### src/rtl/store_buffer_v2.sv
// ---------------------------------------------------------------------------
// store_buffer_v2
//   Circular store buffer between the memory execution unit and the data
//   cache write port. Entries [head,cmt) are committed (non-speculative) and
//   drain in order to the cache; entries [cmt,tail) are speculative and are
//   discarded by a flush. Loads get byte-granular forwarding from every
//   valid entry, with the youngest matching store winning each byte.
//
// Optional build macro: SB_PERF_CNT_EN adds two saturating perf counters
//   (perf_full_stall_o, perf_fwd_hit_o).
//
// Ports:
//   cpu_clk_i / cpu_rst_i        clock, asynchronous active-high reset
//   flush_i                      discard all speculative entries
//   enqueue_*                    store write from the execution unit
//   complete_o/complete_vld_o    zero-cycle completion of accepted store
//   commit_cnt_i                 number of oldest speculative stores retiring
//   conflict_*                   load forwarding lookup (combinational)
//   store_* / store_ready_i      in-order drain handshake to the cache
//   no_nonspec_o / empty_o       occupancy status
// ---------------------------------------------------------------------------
module store_buffer_v2 #(
  parameter int PHYS    = 32,
  parameter int XLEN    = 32,
  parameter int ENTRIES = 16,
  parameter int ROBW    = 5,
  parameter int CWIDTH  = 2,
  localparam int BYTES  = XLEN / 8,
  localparam int AW     = PHYS - $clog2(BYTES),
  localparam int IW     = $clog2(ENTRIES),
  localparam int PW     = IW + 1,
  localparam int CW     = $clog2(CWIDTH + 1)
) (
  input  logic             cpu_clk_i,
  input  logic             cpu_rst_i,
  input  logic             flush_i,
  input  logic [AW-1:0]    enqueue_address_i,
  input  logic [XLEN-1:0]  enqueue_data_i,
  input  logic [BYTES-1:0] enqueue_bm_i,
  input  logic             enqueue_io_i,
  input  logic             enqueue_en_i,
  input  logic [ROBW-1:0]  enqueue_rob_i,
  output logic             enqueue_full_o,
  output logic [ROBW-1:0]  complete_o,
  output logic             complete_vld_o,
  input  logic [CW-1:0]    commit_cnt_i,
  input  logic [AW-1:0]    conflict_address_i,
  input  logic [BYTES-1:0] conflict_bm_i,
  output logic [XLEN-1:0]  conflict_data_o,
  output logic [BYTES-1:0] conflict_bm_o,
  output logic             conflict_res_valid_o,
  output logic             conflict_resolvable_o,
  output logic [AW-1:0]    store_address_o,
  output logic [XLEN-1:0]  store_data_o,
  output logic [BYTES-1:0] store_bm_o,
  output logic             store_io_o,
  output logic             store_valid_o,
  input  logic             store_ready_i,
  output logic             no_nonspec_o,
`ifdef SB_PERF_CNT_EN
  output logic [31:0]      perf_full_stall_o,
  output logic [31:0]      perf_fwd_hit_o,
`endif
  output logic             empty_o
);

  // Pointers carry one extra wrap bit so full and empty are distinguishable.
  logic [PW-1:0] head_q, head_d;
  logic [PW-1:0] cmt_q, cmt_d;
  logic [PW-1:0] tail_q, tail_d;

  // Entry storage; validity is implied by the pointers, so no reset needed.
  logic [AW-1:0]    addr_q [ENTRIES];
  logic [XLEN-1:0]  data_q [ENTRIES];
  logic [BYTES-1:0] bm_q   [ENTRIES];
  logic             io_q   [ENTRIES];

  logic [PW-1:0] occ;
  logic [PW-1:0] spec_cnt;
  logic [PW-1:0] cnt_ext;
  logic [PW-1:0] commit_amt;
  logic          full;
  logic          enq_fire;
  logic          drain_fire;

  assign occ        = tail_q - head_q;
  assign spec_cnt   = tail_q - cmt_q;
  assign cnt_ext    = PW'(commit_cnt_i);
  // Commit only looks at entries that existed before this cycle.
  assign commit_amt = (cnt_ext > spec_cnt) ? spec_cnt : cnt_ext;
  assign full       = (occ == PW'(ENTRIES));
  assign enq_fire   = enqueue_en_i & ~full & ~flush_i;
  assign drain_fire = store_valid_o & store_ready_i;

  always_comb begin
    head_d = head_q + PW'(drain_fire);
    cmt_d  = cmt_q + commit_amt;
    tail_d = tail_q;
    if (flush_i) begin
      // Commits in the flush cycle survive: tail snaps to the new cmt.
      tail_d = cmt_d;
    end else if (enq_fire) begin
      tail_d = tail_q + PW'(1);
    end
  end

  always_ff @(posedge cpu_clk_i or posedge cpu_rst_i) begin
    if (cpu_rst_i) begin
      head_q <= '0;
      cmt_q  <= '0;
      tail_q <= '0;
    end else begin
      head_q <= head_d;
      cmt_q  <= cmt_d;
      tail_q <= tail_d;
    end
  end

  always_ff @(posedge cpu_clk_i) begin
    if (enq_fire) begin
      addr_q[tail_q[IW-1:0]] <= enqueue_address_i;
      data_q[tail_q[IW-1:0]] <= enqueue_data_i;
      bm_q[tail_q[IW-1:0]]   <= enqueue_bm_i;
      io_q[tail_q[IW-1:0]]   <= enqueue_io_i;
    end
  end

  assign enqueue_full_o = full;
  assign complete_vld_o = enq_fire;
  assign complete_o     = enqueue_rob_i;

  // Drain port: head entry, valid only once it is committed.
  assign store_valid_o   = (cmt_q != head_q);
  assign store_address_o = addr_q[head_q[IW-1:0]];
  assign store_data_o    = data_q[head_q[IW-1:0]];
  assign store_bm_o      = bm_q[head_q[IW-1:0]];
  assign store_io_o      = io_q[head_q[IW-1:0]];

  assign no_nonspec_o = (cmt_q == head_q);
  assign empty_o      = (tail_q == head_q);

  // Forwarding: walk entries oldest to youngest so later (younger) matches
  // overwrite earlier ones byte by byte.
  logic [XLEN-1:0]  fwd_data;
  logic [BYTES-1:0] fwd_bm;
  logic [BYTES-1:0] ovl;
  logic [IW-1:0]    idx;
  logic             any_hit;
  logic             any_io;

  always_comb begin
    fwd_data = '0;
    fwd_bm   = '0;
    ovl      = '0;
    idx      = '0;
    any_hit  = 1'b0;
    any_io   = 1'b0;
    for (int k = 0; k < ENTRIES; k++) begin
      idx = head_q[IW-1:0] + IW'(k);
      ovl = '0;
      if ((PW'(k) < occ) && (addr_q[idx] == conflict_address_i)) begin
        ovl = bm_q[idx] & conflict_bm_i;
      end
      if (|ovl) begin
        any_hit = 1'b1;
        any_io  = any_io | io_q[idx];
      end
      for (int b = 0; b < BYTES; b++) begin
        if (ovl[b]) begin
          fwd_data[8*b +: 8] = data_q[idx][8*b +: 8];
          fwd_bm[b]          = 1'b1;
        end
      end
    end
  end

  assign conflict_data_o       = fwd_data;
  assign conflict_bm_o         = fwd_bm;
  assign conflict_res_valid_o  = any_hit;
  assign conflict_resolvable_o = (fwd_bm == conflict_bm_i) & ~any_io;

`ifdef SB_PERF_CNT_EN
  logic [31:0] perf_stall_q, perf_stall_d;
  logic [31:0] perf_hit_q, perf_hit_d;

  always_comb begin
    perf_stall_d = perf_stall_q;
    perf_hit_d   = perf_hit_q;
    if (enqueue_en_i && full && (perf_stall_q != '1)) begin
      perf_stall_d = perf_stall_q + 32'd1;
    end
    if (conflict_resolvable_o && conflict_res_valid_o && (perf_hit_q != '1)) begin
      perf_hit_d = perf_hit_q + 32'd1;
    end
  end

  always_ff @(posedge cpu_clk_i or posedge cpu_rst_i) begin
    if (cpu_rst_i) begin
      perf_stall_q <= '0;
      perf_hit_q   <= '0;
    end else begin
      perf_stall_q <= perf_stall_d;
      perf_hit_q   <= perf_hit_d;
    end
  end

  assign perf_full_stall_o = perf_stall_q;
  assign perf_fwd_hit_o    = perf_hit_q;
`endif

endmodule

### config.mk
export PLATFORM = sky130hd
export DESIGN_NAME = store_buffer_v2
export DESIGN_NICKNAME = d
export VERILOG_FILES = /design/src/rtl/store_buffer_v2.sv
export SDC_FILE = /design/constraint.sdc
export NUM_CORES = 2
export LEC_CHECK = 0
export CAP_MARGIN = 20
export CORE_MARGIN = 2
export CORE_UTILIZATION = 37
export DETAILED_ROUTE_END_ITERATION = 10
export SETUP_SLACK_MARGIN = 0.2
export SLEW_MARGIN = 30
export SYNTH_ARGS = -nofsm -noshare
export SYNTH_HDL_FRONTEND = slang
export SYNTH_SLANG_ARGS = --single-unit
### constraint.sdc
create_clock -name cpu_clk_i -period 34.2 [get_ports cpu_clk_i]
set_clock_uncertainty 0.05 [all_clocks]
set_input_delay 5.13 -clock cpu_clk_i [delete_from_list [all_inputs] [get_ports cpu_clk_i]]
set_output_delay 5.13 -clock cpu_clk_i [all_outputs]
set_load 0.02 [all_outputs]
==> impl_metrics.env <==
export IMPL_status="finished, final reports clean"
export IMPL_gp_congestion=1.15
export IMPL_rsz0062_at_grt="false"
export IMPL_cp_required_ns=29.02
export IMPL_die_y_um=538
export IMPL_synth_distinct_cells=109
export IMPL_fin_tns_setup_ns=0
export IMPL_syn_to_final_growth_pct=10.1
export IMPL_yosys_area_share_simple_pct=8.65
export IMPL_cts_tree="done"
export IMPL_critPathCaptureType="output port"
export IMPL_synth_xor_area_share_pct=4.05
export IMPL_cts_setup_buffers=0
export IMPL_clock_latency_ns=0.84
export IMPL_min_path_cells=1
export IMPL_routedWlPerCell_um=44.8
export IMPL_setup_viol=0
export IMPL_die_x_um=538
export IMPL_final_util_pct=40.8
export IMPL_antenna_found_initial=78
export IMPL_period_needed_ns=17.80
export IMPL_yosysWarnings=0
export IMPL_synth_cells=8511
export IMPL_start_util_pct=37.1
export IMPL_finalHoldViolCount=0
export IMPL_slew_headroom_pct=14.3
export IMPL_cap_violations=0
export IMPL_hpwl_um=392000
export IMPL_cp_max_fo=14
export IMPL_synth_fa_ha_area_share_pct=0.389
export IMPL_clk_pin_slew_ns=0.05
export IMPL_drtIter0Drc=16600
export IMPL_cts_sinks=1087
export IMPL_synth_edff_count=1072
export IMPL_min_period_over_period_pct=52.0
export IMPL_die_area_mm2=0.289
export IMPL_synth_mux_area_share_pct=42.5
export IMPL_grt_pass1_vias=84000
export IMPL_drt_pass1_iterations=11
export IMPL_mostFrequentLayoutCells="mux4_2, nand2_1, edfxtp_1, mux2i_1, xnor2_1"
export IMPL_ys_seq_area_share_pct=30.9
export IMPL_layout_commonest_cell="mux4_2"
export IMPL_root_buffer="clkbuf_16"
export IMPL_drive_gt1_share_pct=28.6
export IMPL_grt_max_degree=114
export IMPL_grt_usage_pct=37.1
export IMPL_max_clock_freq_mhz=56.2
export IMPL_worst_slew_pin_slew_ns=1.27
export IMPL_antenna_left=0
export IMPL_grt_pass1_wl_um=737000
export IMPL_synth_top_family_by_area="multiplexers"
export IMPL_num_rows=196
export IMPL_fin_ws_ns=16.40
export IMPL_min_path_type="flop to flop"
export IMPL_wl_um=548000
export IMPL_drcViolationCount=0
export IMPL_final_max_slew_viol_count=0
export IMPL_ys_flop_type="edfxtp_1"
export IMPL_place_ws_ns=16.79
export IMPL_grt_ovfl_total=0
export IMPL_core_mm2=0.284
export IMPL_synth_async_reset_ratio_pct=1.38
export IMPL_vias_per_cell=7.45
export IMPL_worstSetupPathType="input pin to output port"
export IMPL_vias=91300
export IMPL_synth_compound_area_share_pct=9.15
export IMPL_avgSynthCellArea_um2=12.4
export IMPL_arrival_ns=12.62
export IMPL_synth_seq_cells=1087
export IMPL_pin_count=228
export IMPL_critPathLaunchType="input pin"
export IMPL_netlist_area_mm2=0.106
export IMPL_clockBufferDepth=4
export IMPL_fin_nets=8492
export IMPL_numCtsBuffers=141
export IMPL_htreeDepth=4
export IMPL_cts_resized=0
export IMPL_hold_buffers=0
export IMPL_rr_worst_depth=15
export IMPL_port_buffers=217
## critical path, cell delays in order
cell	delay, ns
clkdlybuf4s50_1	1.04
inv_1	0.17
buf_4	0.28
xnor2_1	0.22
mux2i_1	0.17
nor4bb_1	0.62
a41oi_1	0.25
a2111oi_2	0.59
nand4_2	0.89
nor2_1	0.76
buf_4	0.33
mux2i_1	0.21
nand3_1	0.10
a311o_1	0.35
a31oi_1	0.68
clkdlybuf4s50_1	0.75
## routing by layer
layer  GRT usage (%)  vias up  wire (um)
li1                -    34500          -
met2            52.5     8150     226000
met5           0.461        -        544
met1            50.1    47000     206000
met4            18.4       56      34300
met3            13.5     1497      81500
## cell usage after synthesis (37+ instances only)
master | number | share of area (%)
a211oi_1 | 78 | 0.56
buf_1 | 106 | 0.38
o221ai_1 | 37 | 0.31
mux2_2 | 163 | 1.7
nor2_1 | 391 | 1.4
nor3_1 | 98 | 0.46
inv_1 | 79 | 0.28
a21oi_1 | 276 | 1.3
o22ai_1 | 109 | 0.65
a2111oi_0 | 46 | 0.38
buf_2 | 252 | 1.2
buf_6 | 52 | 0.56
o211ai_1 | 90 | 0.64
nand4_1 | 86 | 0.51
nand2_1 | 1081 | 3.8
edfxtp_1 | 1072 | 31
nor4_1 | 49 | 0.29
a22oi_1 | 61 | 0.43
mux2i_1 | 804 | 7.6
nand3_1 | 135 | 0.64
buf_4 | 124 | 0.88
a31oi_1 | 44 | 0.26
clkbuf_1 | 295 | 1.0
mux4_2 | 1543 | 33
o21ai_0 | 268 | 1.3
xnor2_1 | 464 | 3.9
## flip-flops by register name, summed over array words and instances, names as in the netlist
register and cells:
addr_q 480, bm_q 64, cmt_q 5, data_q 512, head_q 5, io_q 16
tail_q 5
## area by class of cell
type                       instances  area, um^2
clock inverter                    72         840
tap                             3762        4710
timing repair buffer             523        4780
multi-input combinational       6494       69000
fill                           26100      168000
clock buffer                     167        3710
inverter                         101         394
sequential                      1087       32600
antenna                           35        87.6
## worst paths after layout
| check | startpoint | to | slack, ns |
|---|---|---|---|
| max in group asynchronous | cpu_rst_i | head_q[0] | 29.00 |
| worst min register to register | head_q[4] | head_q[4] | 0.51 |
| worst max register to register | head_q[0] | addr_q[2][13] | 27.41 |
| min in group asynchronous | cpu_rst_i | tail_q[3] | 4.63 |
| worst max-delay path | conflict_address_i[10] | conflict_data_o[16] | 16.40 |
| worst min-delay path | head_q[4] | head_q[4] | 0.51 |
## cells by family (layout without fill, tap and decap cells)
family | count (synthesis) | count (layout)
multiplexers | 2516 | 2516
AND/OR/NAND/NOR | 2062 | 2062
AO/OA/AOI/OAI | 1401 | 1401
flip-flops | 1087 | 1087
buffers and inverters | 931 | 863
XOR/XNOR | 482 | 482
adder cells (fa/ha/maj) | 31 | 31
other | 1 | 37
## per-stage QoR
| step | cells | cell area [um^2] | hold slack, ns |
|---|---|---|---|
| final | 12200 | 116000 | 0.506 |
| after global routing | 12200 | 116000 | 0.518 |
| after CTS | 12200 | 116000 | 0.502 |
| after detailed placement | 12000 | 111000 | 0.473 |
| after global placement | 12000 | 111000 | 0.477 |
| after floorplan | 8512 | 106000 | 0.449 |
Power is left out: the tool's default activity adds up to more than one toggle a clock period on the data nets, which glitch-free logic cannot reach.
